===== config.mk =====
export PLATFORM = sky130hd
export DESIGN_NAME = alu_pipe
export DESIGN_NICKNAME = d
export VERILOG_FILES = /design/src/rtl/alu_pipe.sv
export SDC_FILE = /design/constraint.sdc
export NUM_CORES = 1
export LEC_CHECK = 0
export CAP_MARGIN = 20
export CORE_UTILIZATION = 63
export DETAILED_ROUTE_END_ITERATION = 16
export PLACE_DENSITY = 0.95
export SKIP_CTS_REPAIR_TIMING = 1
export SLEW_MARGIN = 5
export SYNTH_ARGS = -nofsm -noshare
export SYNTH_HDL_FRONTEND = slang
export SYNTH_SLANG_ARGS = --single-unit

===== constraint.sdc =====
create_clock -name clk -period 8.4 [get_ports clk]
set_clock_uncertainty 0.15 [all_clocks]
set_input_delay 1.68 -clock clk [delete_from_list [all_inputs] [get_ports clk]]
set_output_delay 1.68 -clock clk [all_outputs]
set_load 0.03 [all_outputs]

===== src/rtl/alu_pipe.sv =====
// Registered WIDTH-bit execute-stage ALU with a valid/ready handshake,
// carry-chained ADC/SBB and an iterative shift-add multiplier.
module alu_pipe #(
    parameter int WIDTH = 8,
    parameter int SHW   = $clog2(WIDTH)
) (
    input  logic             clk,
    input  logic             rst,
    input  logic             in_valid,
    output logic             in_ready,
    input  logic [3:0]       function_select,
    input  logic [WIDTH-1:0] A,
    input  logic [WIDTH-1:0] B,
    input  logic [WIDTH-1:0] input_port_data,
    input  logic [WIDTH-1:0] input_port_kb,
    input  logic [SHW-1:0]   shift,
    output logic             out_valid,
    input  logic             out_ready,
    output logic [WIDTH-1:0] F,
    output logic             C,
    output logic             Z,
    output logic             V,
    output logic             N
);
    localparam int CW = $clog2(WIDTH);
    localparam logic [CW-1:0] CNT_LAST = CW'(WIDTH - 1);

    localparam logic [1:0] S_IDLE = 2'd0;
    localparam logic [1:0] S_MUL  = 2'd1;
    localparam logic [1:0] S_DONE = 2'd2;

    localparam logic [3:0] OP_ADD  = 4'b0000;
    localparam logic [3:0] OP_SUB  = 4'b0001;
    localparam logic [3:0] OP_AND  = 4'b0010;
    localparam logic [3:0] OP_OR   = 4'b0011;
    localparam logic [3:0] OP_XOR  = 4'b0100;
    localparam logic [3:0] OP_NOT  = 4'b0101;
    localparam logic [3:0] OP_SL   = 4'b0110;
    localparam logic [3:0] OP_CMP  = 4'b0111;
    localparam logic [3:0] OP_SR   = 4'b1000;
    localparam logic [3:0] OP_ASR  = 4'b1001;
    localparam logic [3:0] OP_ADC  = 4'b1010;
    localparam logic [3:0] OP_SBB  = 4'b1011;
    localparam logic [3:0] OP_MUL  = 4'b1100;
    localparam logic [3:0] OP_PORT = 4'b1101;
    localparam logic [3:0] OP_KB   = 4'b1110;
    localparam logic [3:0] OP_PASS = 4'b1111;

    logic [1:0]         r_state;
    logic [CW-1:0]      r_cnt;
    logic [2*WIDTH-1:0] r_mcand;
    logic [2*WIDTH-1:0] r_acc;
    logic [WIDTH-1:0]   r_mplier;
    logic [WIDTH-1:0]   r_f;
    logic               r_c, r_z, r_v, r_n, r_out_valid;

    logic               w_accept, w_load, w_mul_last;
    logic               w_cin, w_bin, w_add_v, w_sub_v, w_slt;
    logic [WIDTH:0]     w_add, w_sub, w_shl, w_shr, w_asr;
    logic [2*WIDTH-1:0] w_mul_sum;
    logic [WIDTH-1:0]   w_alu_f, w_res_f;
    logic               w_alu_c, w_alu_v, w_res_c, w_res_v;

    assign in_ready   = (r_state == S_IDLE) & (~r_out_valid | out_ready);
    assign w_accept   = in_valid & in_ready;
    assign w_mul_last = (r_state == S_MUL) && (r_cnt == CNT_LAST);
    assign w_load     = (w_accept && (function_select != OP_MUL)) || w_mul_last;
    assign w_mul_sum  = r_acc + (r_mplier[0] ? r_mcand : '0);

    // Carry-in/borrow-in comes from the C held in the output register.
    assign w_cin   = (function_select == OP_ADC) ? r_c : 1'b0;
    assign w_bin   = (function_select == OP_SBB) ? r_c : 1'b0;
    assign w_add   = {1'b0, A} + {1'b0, B} + {{WIDTH{1'b0}}, w_cin};
    assign w_sub   = {1'b0, A} - {1'b0, B} - {{WIDTH{1'b0}}, w_bin};
    assign w_add_v = (A[WIDTH-1] == B[WIDTH-1]) && (w_add[WIDTH-1] != A[WIDTH-1]);
    assign w_sub_v = (A[WIDTH-1] != B[WIDTH-1]) && (w_sub[WIDTH-1] != A[WIDTH-1]);
    assign w_slt   = $signed(A) < $signed(B);

    // Shifts carry one guard bit so the last bit shifted out falls out for free.
    assign w_shl = {1'b0, A} << shift;
    assign w_shr = {A, 1'b0} >> shift;
    assign w_asr = $signed({A, 1'b0}) >>> shift;

    always_comb begin
        w_alu_f = '0;
        w_alu_c = 1'b0;
        w_alu_v = 1'b0;
        case (function_select)
            OP_ADD, OP_ADC: begin
                w_alu_f = w_add[WIDTH-1:0];
                w_alu_c = w_add[WIDTH];
                w_alu_v = w_add_v;
            end
            OP_SUB, OP_SBB: begin
                w_alu_f = w_sub[WIDTH-1:0];
                w_alu_c = w_sub[WIDTH];
                w_alu_v = w_sub_v;
            end
            OP_CMP: begin
                w_alu_f = {{(WIDTH-1){1'b0}}, w_slt};
                w_alu_c = w_sub[WIDTH];
                w_alu_v = w_sub_v;
            end
            OP_AND:  w_alu_f = A & B;
            OP_OR:   w_alu_f = A | B;
            OP_XOR:  w_alu_f = A ^ B;
            OP_NOT:  w_alu_f = ~A;
            OP_SL: begin
                w_alu_f = w_shl[WIDTH-1:0];
                w_alu_c = w_shl[WIDTH];
            end
            OP_SR: begin
                w_alu_f = w_shr[WIDTH:1];
                w_alu_c = w_shr[0];
            end
            OP_ASR: begin
                w_alu_f = w_asr[WIDTH:1];
                w_alu_c = w_asr[0];
            end
            OP_PORT: w_alu_f = input_port_data;
            OP_KB:   w_alu_f = input_port_kb;
            OP_PASS: w_alu_f = A;
            default: ;
        endcase
    end

    assign w_res_f = w_mul_last ? w_mul_sum[WIDTH-1:0] : w_alu_f;
    assign w_res_c = w_mul_last ? (|w_mul_sum[2*WIDTH-1:WIDTH]) : w_alu_c;
    assign w_res_v = w_mul_last ? 1'b0 : w_alu_v;

    // The final multiply step writes the output register directly so the
    // product lands WIDTH+1 cycles after accept; DONE is only a turnaround.
    always_ff @(posedge clk) begin
        if (rst) begin
            r_state     <= S_IDLE;
            r_cnt       <= '0;
            r_mcand     <= '0;
            r_acc       <= '0;
            r_mplier    <= '0;
            r_f         <= '0;
            r_c         <= 1'b0;
            r_z         <= 1'b0;
            r_v         <= 1'b0;
            r_n         <= 1'b0;
            r_out_valid <= 1'b0;
        end else begin
            case (r_state)
                S_IDLE: begin
                    if (w_accept && (function_select == OP_MUL)) begin
                        r_state  <= S_MUL;
                        r_cnt    <= '0;
                        r_mcand  <= {{WIDTH{1'b0}}, A};
                        r_mplier <= B;
                        r_acc    <= '0;
                    end
                end
                S_MUL: begin
                    r_acc    <= w_mul_sum;
                    r_mcand  <= r_mcand << 1;
                    r_mplier <= r_mplier >> 1;
                    r_cnt    <= r_cnt + CW'(1);
                    if (r_cnt == CNT_LAST) r_state <= S_DONE;
                end
                S_DONE:  r_state <= S_IDLE;
                default: r_state <= S_IDLE;
            endcase

            if (w_load) begin
                r_f         <= w_res_f;
                r_c         <= w_res_c;
                r_z         <= (w_res_f == '0);
                r_v         <= w_res_v;
                r_n         <= w_res_f[WIDTH-1];
                r_out_valid <= 1'b1;
            end else if (out_ready) begin
                r_out_valid <= 1'b0;
            end
        end
    end

    assign out_valid = r_out_valid;
    assign F = r_f;
    assign C = r_c;
    assign Z = r_z;
    assign V = r_v;
    assign N = r_n;
endmodule

==> run metrics, run 1 <==
CP Cell Sequence=clkdlybuf4s50_1 > inv_1 > nor2_1 > nand4b_1 > fa_1 > fa_1 > nor2_1 > a21oi_1 > nor3_1 > o32ai_1 > a31oi_1 > or4_1 > or4_1 > o31ai_2; number of fillers in the final layout=between 600 and 700; DRT antenna net count=0; Routed WL=about 20 mm; diode count=0; largest net degree at the start of global routing=59; Hold Path Class=reg2reg; syn_area_per_cell=around 7.3 sq um; row count=34; flops & latches, synth=between 50 and 60; max-cap viol count=0; vias in the first global route=about 6000; net count after synthesis=875; kind of end point of the critical path=register; setup tns final=0 ns; Logic pwr share=a little over 30%; clk slew on worst S/H paths=roughly 0.080 ns; DIE AREA=around 9400 sq um; R2R Setup Slk=roughly 4.5 ns; max-slew violations=0; Achievable Freq=160 MHz; Starting DRT DRC Count=769; Slew headroom=between 20 and 30%; FF+latch area=~1100 sq um; share of layout cells above drive strength 1=~5%; Critical Path Source Type=primary input; DRT Pass-1 Iters=6; clk_lat worst skew=about 0.35 ns; Sw Pwr=approximately 300 uW; power per cell area=between 100 and 150 nW/um^2; gr usage total=a little over two fifths; Slew @ Worst Pin=between 1 and 1.5 ns; clock power share=~34%; Initial Utilization=around 65%; DRC viols=0; slowest CP cell=clkdlybuf4s50_1; peak supply drop=just over 0.09 mV; RePlAce Congestion=around 1.1; ys flop type=dfxtp_1; nets@finish=897; count of cell types in the netlist=~70; Crit Path Max Fanout=27; yosys warns=0; initial antenna violation count=0; clock tree sinks=57; CTS Buf Count=9; Via Count=between 6000 and 7000; htree depth=3; Synth top cells by count=86 x nor2_1, 74 x a21oi_1, 73 x nand2_1; CP Data Required Time=8.52 ns; Setup Crit Path Kind=in2reg; Routed wire per std cell=roughly 22 um; Int Power=just over 500 uW; switching share of power=between 30% and 40%; synth top area cells=dfxtp_1 20%, ha_1 12%, a21oi_1 6.5%; LEAKAGE=approximately 2.6 nW; GRT overflow=0; DP HPWL=14.9 mm; Placement Cell Area=between 6000 and 7000 sq um; post-route minimum period=between 6 and 7 ns; setup slack at placement=1.94 ns; Die Ht=roughly 97 um; Seq pwr share=between 30% and 40%; finished layout cell area=6380 sq um; Port Buffers=56; cell accounting for the most synthesized area=dfxtp_1; status=completed; post-route setup slack=2.14 ns; Post-Syn Area=approximately 5700 sq um; root buf cell=clkbuf_8; critical path arrival=~6.4 ns; CTS tree=done; Mapped Cells=~770; Hold Fails Final Rpt=0; top-count cell post-synth=nor2_1; vias per cell=just over 7; multi-input logic area=4150 sq um; CTS max path bufs=2; unrepaired setup endpoints after global routing=false; period utilization=approximately 75%; area delta synth->final=12.6%; count of final setup violators=0; Core ar.=~8700 sq um; Die Wd=between 90 and 100 um; crit-path max cell delay=1.08 ns; Seq/Total Area, Yosys=about a fifth; first-pass GRT wire length=about 32 mm; IO Pins=57; Synth top area share=around a fifth; FFs w/ async S/R, synth=0%; Post-synth EDFFs=0
## through the flow
stage | utilization [%] | hold slack, ns | power [mW] | instances
after global routing | 73.2 | 0.331 | 0.834 | 907
after global placement | 70.7 | 0.291 | 0.523 | 890
after CTS | 73.0 | 0.305 | 0.795 | 906
after detailed placement | 70.7 | 0.294 | 0.528 | 890
final | 73.2 | 0.302 | 0.809 | 907
after floorplan | - | 0.291 | 0.445 | 772
## flip-flops by register name, indices dropped and copies added (netlist names)
name / flops
C: 1
F: 8
V: 1
Z: 1
out_valid: 1
r_acc: 16
r_cnt: 3
r_mcand: 16
r_mplier: 8
r_state: 2
## critical path: cells and delay by family
| family | cells | cell delay (ns) |
|---|---|---|
| compound gates | 4 | 0.97 |
| fa+ha+maj | 2 | 1.02 |
| buf+inv | 2 | 1.26 |
| simple gates | 6 | 1.44 |
## layout make-up
type | instances | share of cell area [%]
clock inverter | 7 | 1.22
multi-input combinational | 627 | 65.0
clock buffer | 9 | 1.94
inverter | 35 | 2.06
sequential | 57 | 17.9
timing repair buffer | 64 | 9.77
tap | 108 | 2.12
## cell families (layout without fill, tap and decap cells)
| logic type | after synthesis | in the layout | share of synthesized area, % |
|---|---|---|---|
| mux | 19 | 19 | 3.69 |
| compound gates | 233 | 233 | 27.6 |
| simple gates | 290 | 290 | 24.1 |
| fa+ha+maj | 60 | 60 | 13.9 |
| flops | 57 | 57 | 20.1 |
| buf+inv | 88 | 115 | 6.71 |
| xor+xnor | 25 | 25 | 3.86 |
## metal layers
layer / GRT usage, % / routed length, um / share of wire [%] / vias to the layer above
met2: 65.8 / 8820 / 44 / 506
met5: 0 / 0 / 0 / -
li1: - / - / - / 2867
met1: 55.2 / 7710 / 38 / 2931
met3: 12.7 / 2650 / 13 / 107
met4: 19.3 / 1070 / 5.3 / 0
## power by group through the flow
stage | Sequential (mW) | Combinational [mW] | Clock (mW)
6_report | 0.283 | 0.251 | 0.274
2_1_floorplan | 0.296 | 0.149 | 0
4_1_cts | 0.283 | 0.240 | 0.272
5_1_grt | 0.284 | 0.266 | 0.284
3_3_place_gp | 0.288 | 0.235 | 0
3_5_place_dp | 0.289 | 0.239 | 0
## placed cells by master (no fill, tap or decap), types with 6 or more instances in the layout
master,Yosys,layout
nor2_1,86,86
a21oi_1,74,74
nand2_1,73,73
dfxtp_1,57,57
ha_1,55,55
clkdlybuf4s50_1,0,55
nand3_1,47,47
o21ai_0,35,35
inv_1,34,34
and2_1,17,17
nor3_1,17,17
xnor2_1,15,15
a2111oi_0,14,14
a22oi_1,13,13
mux2i_1,13,13
nand2b_1,11,11
a31oi_1,11,11
a211oi_1,11,11
xor2_1,10,10
clkbuf_8,0,9
a21o_1,8,8
buf_4,5,7
o31ai_1,6,6
## worst paths after layout
path,to,start,cells past startpoint
setup / recovery,Z,function_select[1],14
hold / removal,F[0],F[0],2
setup reg to reg,Z,C,11
hold reg to reg,F[0],F[0],2
(Power assumes the default switching activity.)
==> inputs of run 2 (changes only) <==
- CORE_UTILIZATION: 63 -> 59
- PLACE_DENSITY: 0.95 -> 0.93
- clock period: 8.4 -> 5.96 ns (I/O delays scaled with it)
==> run 2 against run 1 <==
  * Power rose by 44%
  * Combinational power rose by 43%
  * Worst setup slack got worse by 1.1 ns
  * Core utilization fell by 3.3 points
  * Critical path depth did not move
  * First-iteration DRC count rose by 3.6%
  * Register-to-register slack got worse by 2.5 ns
  * Flip-flop and latch count did not move
  * Sequential share of layout area fell by 0.30 points
  * Die area rose by 6.6%
  * Worst hold slack improved by 0.0048 ns
  * Critical path type unchanged
==> run metrics, run 2 (synthesis results as in run 1) <==
DRT Pass-1 Iters=5 (-1); Die Ht=100 um (+3.3%); setup tns final=0 ns (unchanged); Core ar.=9280 sq um (+6.5%); clock tree sinks=57 (unchanged); Hold Fails Final Rpt=0 (unchanged); vias in the first global route=5716 (-4.9%); hold path startpoint=F[3]; Initial Utilization=61.0% (-3.9 points); post-route minimum period=slightly below 5 ns; setup slack at placement=0.774 ns (-1.17 ns); Seq pwr share=34.3% (-0.7 points); Starting DRT DRC Count=797 (+3.6%); IO Pins=57 (unchanged); Routed wire per std cell=21.2 um (-4.9%); Slew headroom=30.4% (+2.9 points); Port Buffers=56 (unchanged); Crit Path Max Fanout=3 (-89%); Sw Pwr=398 uW (+34%); critical path arrival=5.02 ns (-1.36 ns); DRC viols=0 (unchanged); GRT overflow=0 (unchanged); share of layout cells above drive strength 1=6.30% (+1.2 points); period utilization=between 80 and 90%; CTS tree=done; Int Power=763 uW (+49%); Logic pwr share=30.8% (-0.3 points); peak supply drop=0.160 mV (+73%); FF-to-FF Start=r_mplier[0]; clock power share=34.9% (+1.0 points); kind of end point of the critical path=register; CTS max path bufs=2 (unchanged); Hold Path Class=reg2reg; met2 WL=8.79 mm (-0.33%); CP startpoint=function_select[1]; Routed WL=19.9 mm (-1.6%); count of final setup violators=0 (unchanged); largest net degree at the start of global routing=59 (unchanged); most frequent cells in the layout=86 x nor2_1, 74 x a21oi_1, 73 x nand2_1; DRT antenna net count=0 (unchanged); CP Data Required Time=6.07 ns (-2.45 ns); Largest regs=r_acc (16), r_mcand (16); Achievable Freq=203 MHz; max-cap viol count=0 (unchanged); LEAKAGE=2.64 nW (+2.2%); number of fillers in the final layout=792 (+15%); status=completed; gr usage total=40.4% (-2.4 points); multi-input logic area=4150 sq um (unchanged); power per cell area=179 nW/um^2 (+41%); DR WL met3=2.07 mm (-22%); commonest non-fill, non-tap cell in the layout=nor2_1; clk_lat worst skew=0.34 ns (about the same); row count=35 (+2.9%); unrepaired setup endpoints after global routing=false; CTS Buf Count=9 (unchanged); root buf cell=clkbuf_8; first-pass GRT wire length=31.3 mm (-1.8%); Met1 Routed Length=8.51 mm (+10%); vias per cell=6.73 (-4.8%); clk slew on worst S/H paths=0.06 ns (-0.02 ns); Die Wd=100 um (+3.3%); DP HPWL=14.9 mm (+0.19%); area delta synth->final=14.5%; diode count=0 (unchanged); Setup Crit Path Kind=in2reg; FF+latch area=1140 sq um (unchanged); Slew @ Worst Pin=1.02 ns (-0.0660 ns); Critical Path Source Type=primary input; nets@finish=908 (+1.2%); RePlAce Congestion=1.03 (-6.0%); htree depth=3 (unchanged); switching share of power=34.3% (-2.3 points); highest routed layer=met4; Via Count=6320 (-1.4%); max-slew violations=0 (unchanged); DIE AREA=10000 sq um (+6.6%); initial antenna violation count=0 (unchanged); post-route setup slack=1.05 ns (-1.10 ns)
## run 2: cell types whose count changed in the layout (fill, tap and decap cells not counted), sizes merged
cell	before	now
bufinv	1	2
clkbuf	9	10
inv	36	34
buf	9	20
## run 2: worst max-delay path: stages
cell	delay [ns]
clkdlybuf4s50_1	0.47
inv_1	0.07
nor2_1	0.16
nand4b_1	0.16
fa_1	0.42
fa_1	0.52
nor2_1	0.05
a21oi_1	0.13
nor3_1	0.06
o32ai_1	0.42
a31oi_1	0.18
or4_1	0.51
or4_1	0.49
o31ai_2	0.17
## run 2: through the flow
step | util, % | instance area (sq um) | instances | total power [mW] | hold slack (ns)
CTS | 69.9 | 6490 | 939 | 1.15 | 0.306
global route | 69.9 | 6490 | 939 | 1.20 | 0.326
detailed placement | 67.6 | 6280 | 923 | 0.750 | 0.298
global placement | 67.6 | 6280 | 923 | 0.742 | 0.291
floorplan | - | 5670 | 772 | 0.627 | 0.291
finish | 69.9 | 6490 | 939 | 1.16 | 0.307
## run 2: final timing paths
check	slack (ns)	depth (start not counted)	endpoint
hold reg to reg	0.31	2	F[3]
setup reg to reg	2.00	10	C
setup / recovery	1.05	14	Z
hold / removal	0.31	2	F[3]
## run 2: per-layer routing
layer  vias up  track usage, %
li1       2875               -
met4         0            11.3
met5         -               0
met1      3010            58.2
met2       386            62.3
met3        49            6.62
## run 2: area by class of cell
cell class	count	share of cell area, %
repair buffers	75	10.8
flip-flops and latches	57	17.6
inverters	35	2.02
clock buffers	10	1.97
clock inverters	6	1.27
multi-input cells	627	63.9
well taps	129	2.49
## run 2: power groups by stage
stage	Combinational, mW	Clock [mW]	Sequential, mW
5_1_grt	0.378	0.424	0.400
3_3_place_gp	0.336	0	0.406
2_1_floorplan	0.210	0	0.417
4_1_cts	0.346	0.401	0.398
6_report	0.358	0.405	0.398
3_5_place_dp	0.343	0	0.407
